File: src/rtl/job_pkg.sv
// Shared definitions for the job arbiter: FSM state encoding and the
// default per-job run length.
package job_pkg;

    typedef enum logic [1:0] {
        ST_IDLE   = 2'd0,
        ST_RUN    = 2'd1,
        ST_FINISH = 2'd2,
        ST_ABORT  = 2'd3
    } state_t;

    localparam int DURATION_DEFAULT = 100;

endpackage

File: src/rtl/job_arbiter_duration_timer.sv
// Job duration counter: cleared on job start, advances while enabled and
// flags the last RUN cycle of a job through tc.
module duration_timer
    import job_pkg::*;
#(
    parameter int DURATION = DURATION_DEFAULT
) (
    input  logic clk,
    input  logic rst,
    input  logic start,
    input  logic en,
    output logic tc
);

    // One spare code so the post-terminal increment into FINISH/ABORT never wraps.
    localparam int CNT_W = $clog2(DURATION + 1);

    logic [CNT_W-1:0] cnt;

    always_ff @(posedge clk) begin
        if (rst) begin
            cnt <= '0;
        end else if (start) begin
            cnt <= '0;
        end else if (en) begin
            cnt <= cnt + CNT_W'(1);
        end
    end

    assign tc = (cnt == CNT_W'(DURATION - 1));

endmodule

File: src/rtl/job_arbiter.sv
// Round-robin arbiter for one shared timed resource: grants a requester,
// runs its job for DURATION cycles and reports done or aborted.
module job_arbiter
    import job_pkg::*;
#(
    parameter int N        = 4,
    parameter int DURATION = DURATION_DEFAULT
) (
    input  logic         clk,
    input  logic         rst,
    input  logic [N-1:0] req,
    input  logic [N-1:0] kill,
    output logic [N-1:0] grant,
    output logic [N-1:0] done,
    output logic [N-1:0] aborted,
    output logic         busy
);

    localparam int PTR_W = $clog2(N);

    state_t           state;
    state_t           state_next;
    logic [PTR_W-1:0] rr_ptr;
    logic [PTR_W-1:0] g_idx;
    logic [PTR_W-1:0] g_next_ptr;
    logic [PTR_W-1:0] pick_idx;
    logic             pick_vld;
    logic             kill_g;
    logic             tc;
    logic             timer_start;
    logic             timer_en;

    // Scan downward so the last hit is the smallest offset from rr_ptr.
    always_comb begin
        int j;
        j        = 0;
        pick_vld = 1'b0;
        pick_idx = '0;
        for (int i = N - 1; i >= 0; i--) begin
            j = (int'(rr_ptr) + i) % N;
            if (req[PTR_W'(j)]) begin
                pick_vld = 1'b1;
                pick_idx = PTR_W'(j);
            end
        end
    end

    assign kill_g      = kill[g_idx];
    assign g_next_ptr  = (g_idx == PTR_W'(N - 1)) ? '0 : g_idx + PTR_W'(1);
    assign timer_start = (state == ST_IDLE) && pick_vld;
    assign timer_en    = (state == ST_RUN);

    duration_timer #(
        .DURATION (DURATION)
    ) u_timer (
        .clk   (clk),
        .rst   (rst),
        .start (timer_start),
        .en    (timer_en),
        .tc    (tc)
    );

    always_comb begin
        state_next = state;
        case (state)
            ST_IDLE:   if (pick_vld) state_next = ST_RUN;
            ST_RUN: begin
                if (kill_g)  state_next = ST_ABORT;
                else if (tc) state_next = ST_FINISH;
            end
            ST_FINISH: state_next = ST_IDLE;
            ST_ABORT:  if (!kill_g) state_next = ST_IDLE;
            default:   state_next = ST_IDLE;
        endcase
    end

    // done/aborted are copies of grant so they can only reach the owner.
    always_ff @(posedge clk) begin
        if (rst) begin
            state   <= ST_IDLE;
            grant   <= '0;
            done    <= '0;
            aborted <= '0;
            busy    <= 1'b0;
            rr_ptr  <= '0;
            g_idx   <= '0;
        end else begin
            state   <= state_next;
            busy    <= (state_next != ST_IDLE);
            done    <= '0;
            aborted <= '0;
            case (state)
                ST_IDLE: begin
                    if (pick_vld) begin
                        g_idx <= pick_idx;
                        grant <= {{(N-1){1'b0}}, 1'b1} << pick_idx;
                    end else begin
                        grant <= '0;
                    end
                end
                ST_RUN: begin
                    if (kill_g)  aborted <= grant;
                    else if (tc) done    <= grant;
                end
                ST_FINISH: begin
                    grant  <= '0;
                    rr_ptr <= g_next_ptr;
                end
                ST_ABORT: begin
                    if (!kill_g) begin
                        grant  <= '0;
                        rr_ptr <= g_next_ptr;
                    end
                end
                default: grant <= '0;
            endcase
        end
    end

endmodule

File: config.mk
export PLATFORM = sky130hd
export DESIGN_NAME = job_arbiter
export DESIGN_NICKNAME = d
export VERILOG_FILES = /design/src/rtl/job_pkg.sv /design/src/rtl/job_arbiter_duration_timer.sv /design/src/rtl/job_arbiter.sv
export SDC_FILE = /design/constraint.sdc
export NUM_CORES = 1
export LEC_CHECK = 0
export BUFFER_PORTS_ARGS = -buffer_cell sky130_fd_sc_hd__buf_2
export CAP_MARGIN = 10
export CELL_PAD_IN_SITES_DETAIL_PLACEMENT = 1
export CELL_PAD_IN_SITES_GLOBAL_PLACEMENT = 1
export CORE_ASPECT_RATIO = 0.6
export CORE_MARGIN = 5
export CORE_UTILIZATION = 35
export CTS_CLUSTER_SIZE = 25
export DETAILED_ROUTE_END_ITERATION = 8
export GPL_ROUTABILITY_DRIVEN = 0
export GPL_TIMING_DRIVEN = 0
export PLACE_DENSITY = 0.74
export SKIP_LAST_GASP = 1
export SLEW_MARGIN = 10
export SYNTH_ARGS = -nofsm -noshare
export SYNTH_HDL_FRONTEND = slang
export SYNTH_SLANG_ARGS = --single-unit
File: constraint.sdc
create_clock -name clk -period 1.6 [get_ports clk]
set_input_delay 0.32 -clock clk [delete_from_list [all_inputs] [get_ports clk]]
set_output_delay 0.32 -clock clk [all_outputs]
set_load 0.005 [all_outputs]
# Word-level counts from Yosys, hierarchy flattened
# Cells that the tools add are included.
[word_totals]
out_inout_bits = 13
ff_bits = 26
elab_cells = 70
inputBits = 10
[op_classes]
n_reduce_logical = 10
addsub = 5
n_lt_le_gt_ge = 5
bitwise_logic = 2
n_mux = 33
eq_ne = 6
n_shift = 1
[ops]
columns = ["op", "count"]
rows = [
  ["2-to-1 mux 2 bit", 10],
  ["< comparator 2 x 4 -> 1 bit, second input constant", 4],
  ["2-to-1 mux 1 bit", 13],
  ["one-hot mux 4 bit (3 select lines)", 1],
  ["binary-select mux 1 bit (select 2 bit)", 5],
  ["2-to-1 mux 4 bit", 2],
  ["one-hot mux 2 bit (4 select lines)", 1],
  ["adder 7 x 1 -> 7 bit, second input constant", 1],
  ["equality test 7 bit, second input constant", 1],
  ["equality test 2 bit, second input constant", 3],
  ["adder 2 x 1 -> 2 bit, second input constant", 2],
  ["adder 2 bit, second input constant", 2],
  ["one-hot mux 2 bit (2 select lines)", 1],
  ["AND reduction 2 bit", 2],
  ["nonzero test 2 bit", 2],
  ["OR reduction 2 bit", 2],
  ["OR reduction 4 bit", 1],
  ["left shift 1 x 2 -> 4 bit, first input constant", 1],
  ["< comparator 2 x 3 -> 1 bit, second input constant", 1],
  ["nonzero test 3 bit", 1],
  ["equality test 2 x 1 -> 1 bit, second input constant", 1],
  ["logical NOT 2 bit", 1],
  ["inequality test 2 bit, second input constant", 1],
  ["NOT 1 bit", 2],
  ["logical AND 1 bit", 1],
]

# Depth between registers and ports, before layout
[depth]
word_depth = 11
ltp_mapped = 5
ltp_nobuf = 5

# Cells and area by module
# From an unflattened synthesis, not the netlist that was laid out.
[hier_totals]
hier_cells = 117
hier_area_um2 = 1129.8
[by_module_without_submodules]
columns = ["mod", "n_inst", "area_each_um2", "seq_area_each_um2", "cells_per_inst"]
rows = [
  ["job_arbiter", 1, 795.8, 380.4, 81],
  ["duration_timer", 1, 334.1, 140.1, 36],
]

# Worst setup path after synthesis
# Ideal clock, no wire load.
[synth_timing]
kind = "register -> register"
start = "register g_idx[0]"
end = "register rr_ptr[0]"
path_stages_with_launch = 5
path_slack_ns = 0.112
setup_ns = 0.129
t_required_ns = 1.471
t_arrival_ns = 1.359
period_less_slack_ns = 1.488
path_buffers = 0
cell_sequence = "dfxtp_1 mux4_2 a21oi_4 mux2i_1 nor2_1"
[synth_via]
elab_chain_cells = 4
word_cells_on_any_way = 9
classes_between = "1 x add/sub; 2 x eq/ne; 5 x mux; 1 x reduce/logical"
[synth_lines]
columns = ["element", "line", "text"]
rows = [
  ["start: declaration", "job_arbiter.sv:24", "logic [PTR_W-1:0] g_idx;"],
  ["start signal: assignment", "job_arbiter.sv:95", "g_idx <= pick_idx;"],
  ["adder 2 x 1 -> 2 bit (tied with other cells)", "job_arbiter.sv:49", "assign g_next_ptr = (g_idx == PTR_W'(N - 1)) ? '0 : g_idx + PTR_W'(1);"],
  ["2-to-1 mux 2 bit / 2-to-1 mux 1 bit (equally long branches)", "job_arbiter.sv:49, job_arbiter.sv:48", ""],
  ["2-to-1 mux 2 bit / inequality test 2 bit (equally long branches)", "-", ""],
  ["one-hot mux 2 bit (2 select lines) / AND reduction 2 bit (equally long branches)", "-", ""],
  ["end signal: assignment", "job_arbiter.sv:107", "rr_ptr <= g_next_ptr;"],
  ["end signal: assignment", "job_arbiter.sv:112", "rr_ptr <= g_next_ptr;"],
  ["end: declaration", "job_arbiter.sv:23", "logic [PTR_W-1:0] rr_ptr;"],
]
# Several ways; a longest one is shown, not always the timed one. The select of a mux whose other input is x is not followed.
# A chain may end at the register's enable or synchronous reset.

# Worst setup path in the final report
# Ends and elaborated chain as after synthesis.

==> reports/summary.md <==
Per report_power, the sequential group accounts for 49.5% of the total. The post-synthesis share of cell area spent on full adders, half adders and majority gates was 2.29%; the total of fill cells in the finished design was 359. Setup violations remaining at the end of the flow were counted as 0. The floorplan step set the die height to 53.3 µm. The worst hold path belongs to the class input pin to flop. For this configuration, the core starts out at a cell density of 37.4%. Detail-routed via count per cell: 5.06. The per-instance average area after synthesis is 9.68 µm². The repair_antennas step left the layout with diodes totalling 0. Summed over all cells, the static leakage comes to 0.538 nW. The max-slew violation total from the final report is 0, and the minimum hold slack is 402 ps. For the pin with the worst max-slew slack, the measured transition is 481 ps.

The clock reaches the later pin of the worst-skew pair after 270 ps. The startpoint identified for the worst hold timing path is rst. The startpoint identified for the worst register-to-register timing path is g_idx[0]. The number of buffers created by CTS was 3; the multiplexer area fraction after synthesis was 3.89%.

The worst max-slew margin expressed relative to the limit is 67.5%. The tools report the via count of the first global-routing pass as 936. The type of origin of the critical path was a flop. On the final layout, the worst clock skew is 2.38 ps. The tools report the portion of total power attributed to combinational logic as 12.5%. Of the total power, the clock network draws 37.9%. Counting flops and latches in the post-synthesis netlist gives 26. The die covers 4380 µm². Entering global routing, the biggest net connects 16 pins.

Of all cell types, the one taking the most synthesized area is dfxtp_1. The detailed router finished its first iteration with 22 violations. Number of routed nets with antenna violations: 0. The number of maximum-capacitance constraint violations is 0. Summed over all nets, the half-perimeter wirelength after detailed placement is 1.97 mm. In this run the deepest clock path goes through 2 buffers. Internal power comes to 1.08 mW. The global-route congestion overflow total was 0; the number of sinks handled by clock tree synthesis was 26. The final route contains 936 vias. Summing the areas of all xor and xnor instances in the mapped netlist gives 4.81% of the synthesized area. The synthesized-area fraction occupied by ao, oa, aoi and oai cells came out at 12.0%. The count of cells along the worst hold path was 3. STA classifies the critical path endpoint as a flop. Yosys printed 0 warnings. At the worst endpoint, the required time is 1750 ps. TritonCTS built the clock tree. Of the cells placed in the final design, the portion with a size suffix greater than 1 is 30.8%.

Setup repair after global routing could not meet its margin everywhere. For this run, the top clock speed supported by timing is 640 MHz. The design draws 1.41 mW. The tools report the number of nets in the finished design as 156. The tools report the number of standard cells after synthesis as 113. In this run the critical register-to-register path is captured at rr_ptr[0].

Summing the sequential cell areas from Yosys gives 47.6% of the chip area. After detailed routing, the number of remaining DRC violations is 0. The run gives 2930 µm² as the area inside the core boundary. Global router's overall resource usage: 13.3%.

By area, the combinational part of the netlist is dominated by simple AND/OR/NAND/NOR gates. Post-synthesis net count: 125. The library cells used most frequently in the layout, excluding fill and tap cells, are buf_2 (23), dfxtp_1 (23), nor2_1 (13).

The share of synthesized area in the top cell type comes to 47.6%. The reg-to-reg setup timing slack came out at 40 ps. The flow ran to the end, and the final reports show no timing, DRC or antenna violations.

The final clock period utilization by the worst path works out to 97.7%. The power per cell area came out at 1010 nW/µm². The number of H-tree branching levels was 1. After clock tree synthesis, the clock-pin slew on the worst setup and hold paths is 90 ps. The power dissipated by switching net loads was 327 µW. The clock tree root buffer cell is clkbuf_8. The run gives 0 as the cts-stage hold buffer count. The first detailed-routing pass took 4 iterations. Measured in cells, the most critical reg-to-reg path has a length of 4. The count of final hold-check violations is 0. The switching part of the total power is 23.3%, and the synthesis-to-finish area growth is 27.6%. The detail-routed net length per standard cell was 15.0 µm. The run gives 4.31 mm as the global-route wire length before repair. The clock period could shrink to 1560 ps. The worst hold path terminates at done[1]. The quantity of I/O buffers inserted on ports is 22. For this block, the routed nets add up to 2.78 mm of wire. Critical path start-end classification: flop to flop. In this run the count of I/O pins placed on the die edge is 23.

The number of antenna violations at the first check in global routing is 0. For the total standard cell area after synthesis, the log shows 1090 µm². The final cell count without fillers is 185.

After Yosys synthesis, and, or, nand and nor cells account for 28.3% of the synthesized area. Measured along the x axis, the die boundary spans 82.2 µm. After floorplanning, the core was divided into 15 placement rows.

The data arrival time at the worst-slack endpoint was 1710 ps; the number of different library cells in the post-synthesis netlist was 34. The run gives 0.362 mV as the worst-case vdd ir drop. Ranked by total cell area, the synthesized netlist is headed by dfxtp_1 (48%), nor2_1 (4.8%), and2_1 (4.6%), nand2_1 (4.1%), xnor2_1 (4.0%). Of all nets on the critical path, the largest fanout is 5.

The total placed cells including tap cells came out at 177.
==> flip-flops by register name, indices dropped and copies added (netlist names) <==
register and cells:
aborted 4, rr_ptr 2, done 4, busy 1, g_idx 2, u_timer.cnt 7, grant 4, state 2
==> metal layers <==
metal | up-vias | global-route usage (%) | part of all wire, %
li1 | 452 | - | -
met1 | 452 | 16.5 | 46
met2 | 28 | 21.7 | 47
met3 | 4 | 4.93 | 6.1
met4 | 0 | 3.31 | 1.1
met5 | - | 0 | 0
==> logic make-up after synthesis <==
group,after synthesis
and+or+nand+nor,56
DFF,26
AOI/OAI and AO/OA,17
xor gates and xnor gates,6
buffers and inverters,3
muxes,3
adders and majority gates,2
==> critical path: stages (launching register included) <==
cell and delay, ps:
dfxtp_4 380, mux4_2 610, a21oi_4 190, mux2i_1 210, nor2_1 50
==> Yosys cell counts <==
| master | instances |
|---|---|
| a21oi_1 | 5 |
| a21oi_4 | 1 |
| a31oi_1 | 2 |
| a32o_1 | 4 |
| and2_1 | 8 |
| buf_2 | 1 |
| clkbuf_1 | 1 |
| dfxtp_1 | 26 |
| ha_1 | 2 |
| inv_1 | 1 |
| mux2i_1 | 2 |
| mux4_2 | 1 |
| nand2_1 | 12 |
| nand2b_1 | 2 |
| nand3b_1 | 1 |
| nand4b_1 | 1 |
| nor2_1 | 14 |
| nor2_2 | 1 |
| nor2b_1 | 4 |
| nor3_1 | 3 |
| nor3b_2 | 2 |
| nor4_1 | 1 |
| nor4_2 | 1 |
| nor4b_1 | 2 |
| o21ai_0 | 1 |
| o21bai_1 | 1 |
| o311ai_0 | 1 |
| o31a_1 | 1 |
| o31ai_1 | 1 |
| or2_0 | 1 |
| or2_2 | 1 |
| or3_1 | 2 |
| xnor2_1 | 5 |
| xor2_1 | 1 |
==> stage by stage <==
stage          setup TNS, ps  setup WS, ps  area, µm²  utilization [%]
4_1_cts                    0          10.3       1340             45.8
3_3_place_gp            -157         -41.7       1260             42.9
2_1_floorplan              0           112       1090                -
3_5_place_dp            -506         -71.3       1260             42.9
5_1_grt                 -206         -40.1       1400             47.6
6_report                   0          37.1       1400             47.6
==> how the worst max path moves through the flow <==
stage,start,endpoint,slack (ps),cells after the start
2_1_floorplan,g_idx[0],rr_ptr[0],110,4
3_3_place_gp,u_timer.cnt[0],done[3],-40,5
5_1_grt,g_idx[0],rr_ptr[1],-40,4
3_5_place_dp,u_timer.cnt[0],done[0],-70,5
4_1_cts,g_idx[0],grant[2],10,4
6_report,g_idx[0],rr_ptr[0],40,4
==> cell type report <==
type                            instances  area [µm²]  share of cell area, %
Clock buffer                            3        41.3                   2.96
Clock inverter                          1        30.0                   2.15
Sequential cell                        26         529                   37.9
Timing Repair Buffer                   26         140                   10.0
Inverter                                1        3.75                  0.269
Multi-Input combinational cell         84         589                   42.2
Tap cell                               42        52.6                   3.77
Buffer                                  2        8.76                  0.628
==> power by group through the flow <==
stage | clock network [mW] | registers, mW | logic [mW]
floorplan | 0 | 0.707 | 0.107
global placement | 0 | 0.710 | 0.153
CTS | 0.546 | 0.695 | 0.169
global route | 0.586 | 0.702 | 0.194
detailed placement | 0 | 0.710 | 0.161
finish | 0.533 | 0.697 | 0.176
==> what timing repair did <==
action | 4_1_cts | 5_1_grt
gates resized for setup | 3 | 7
cloned | 0 | 0
pin swaps | 2 | 7
setup buffers | 1 | 4
setup endpoints to repair | 10 | 11
(Power assumes the default switching activity.)
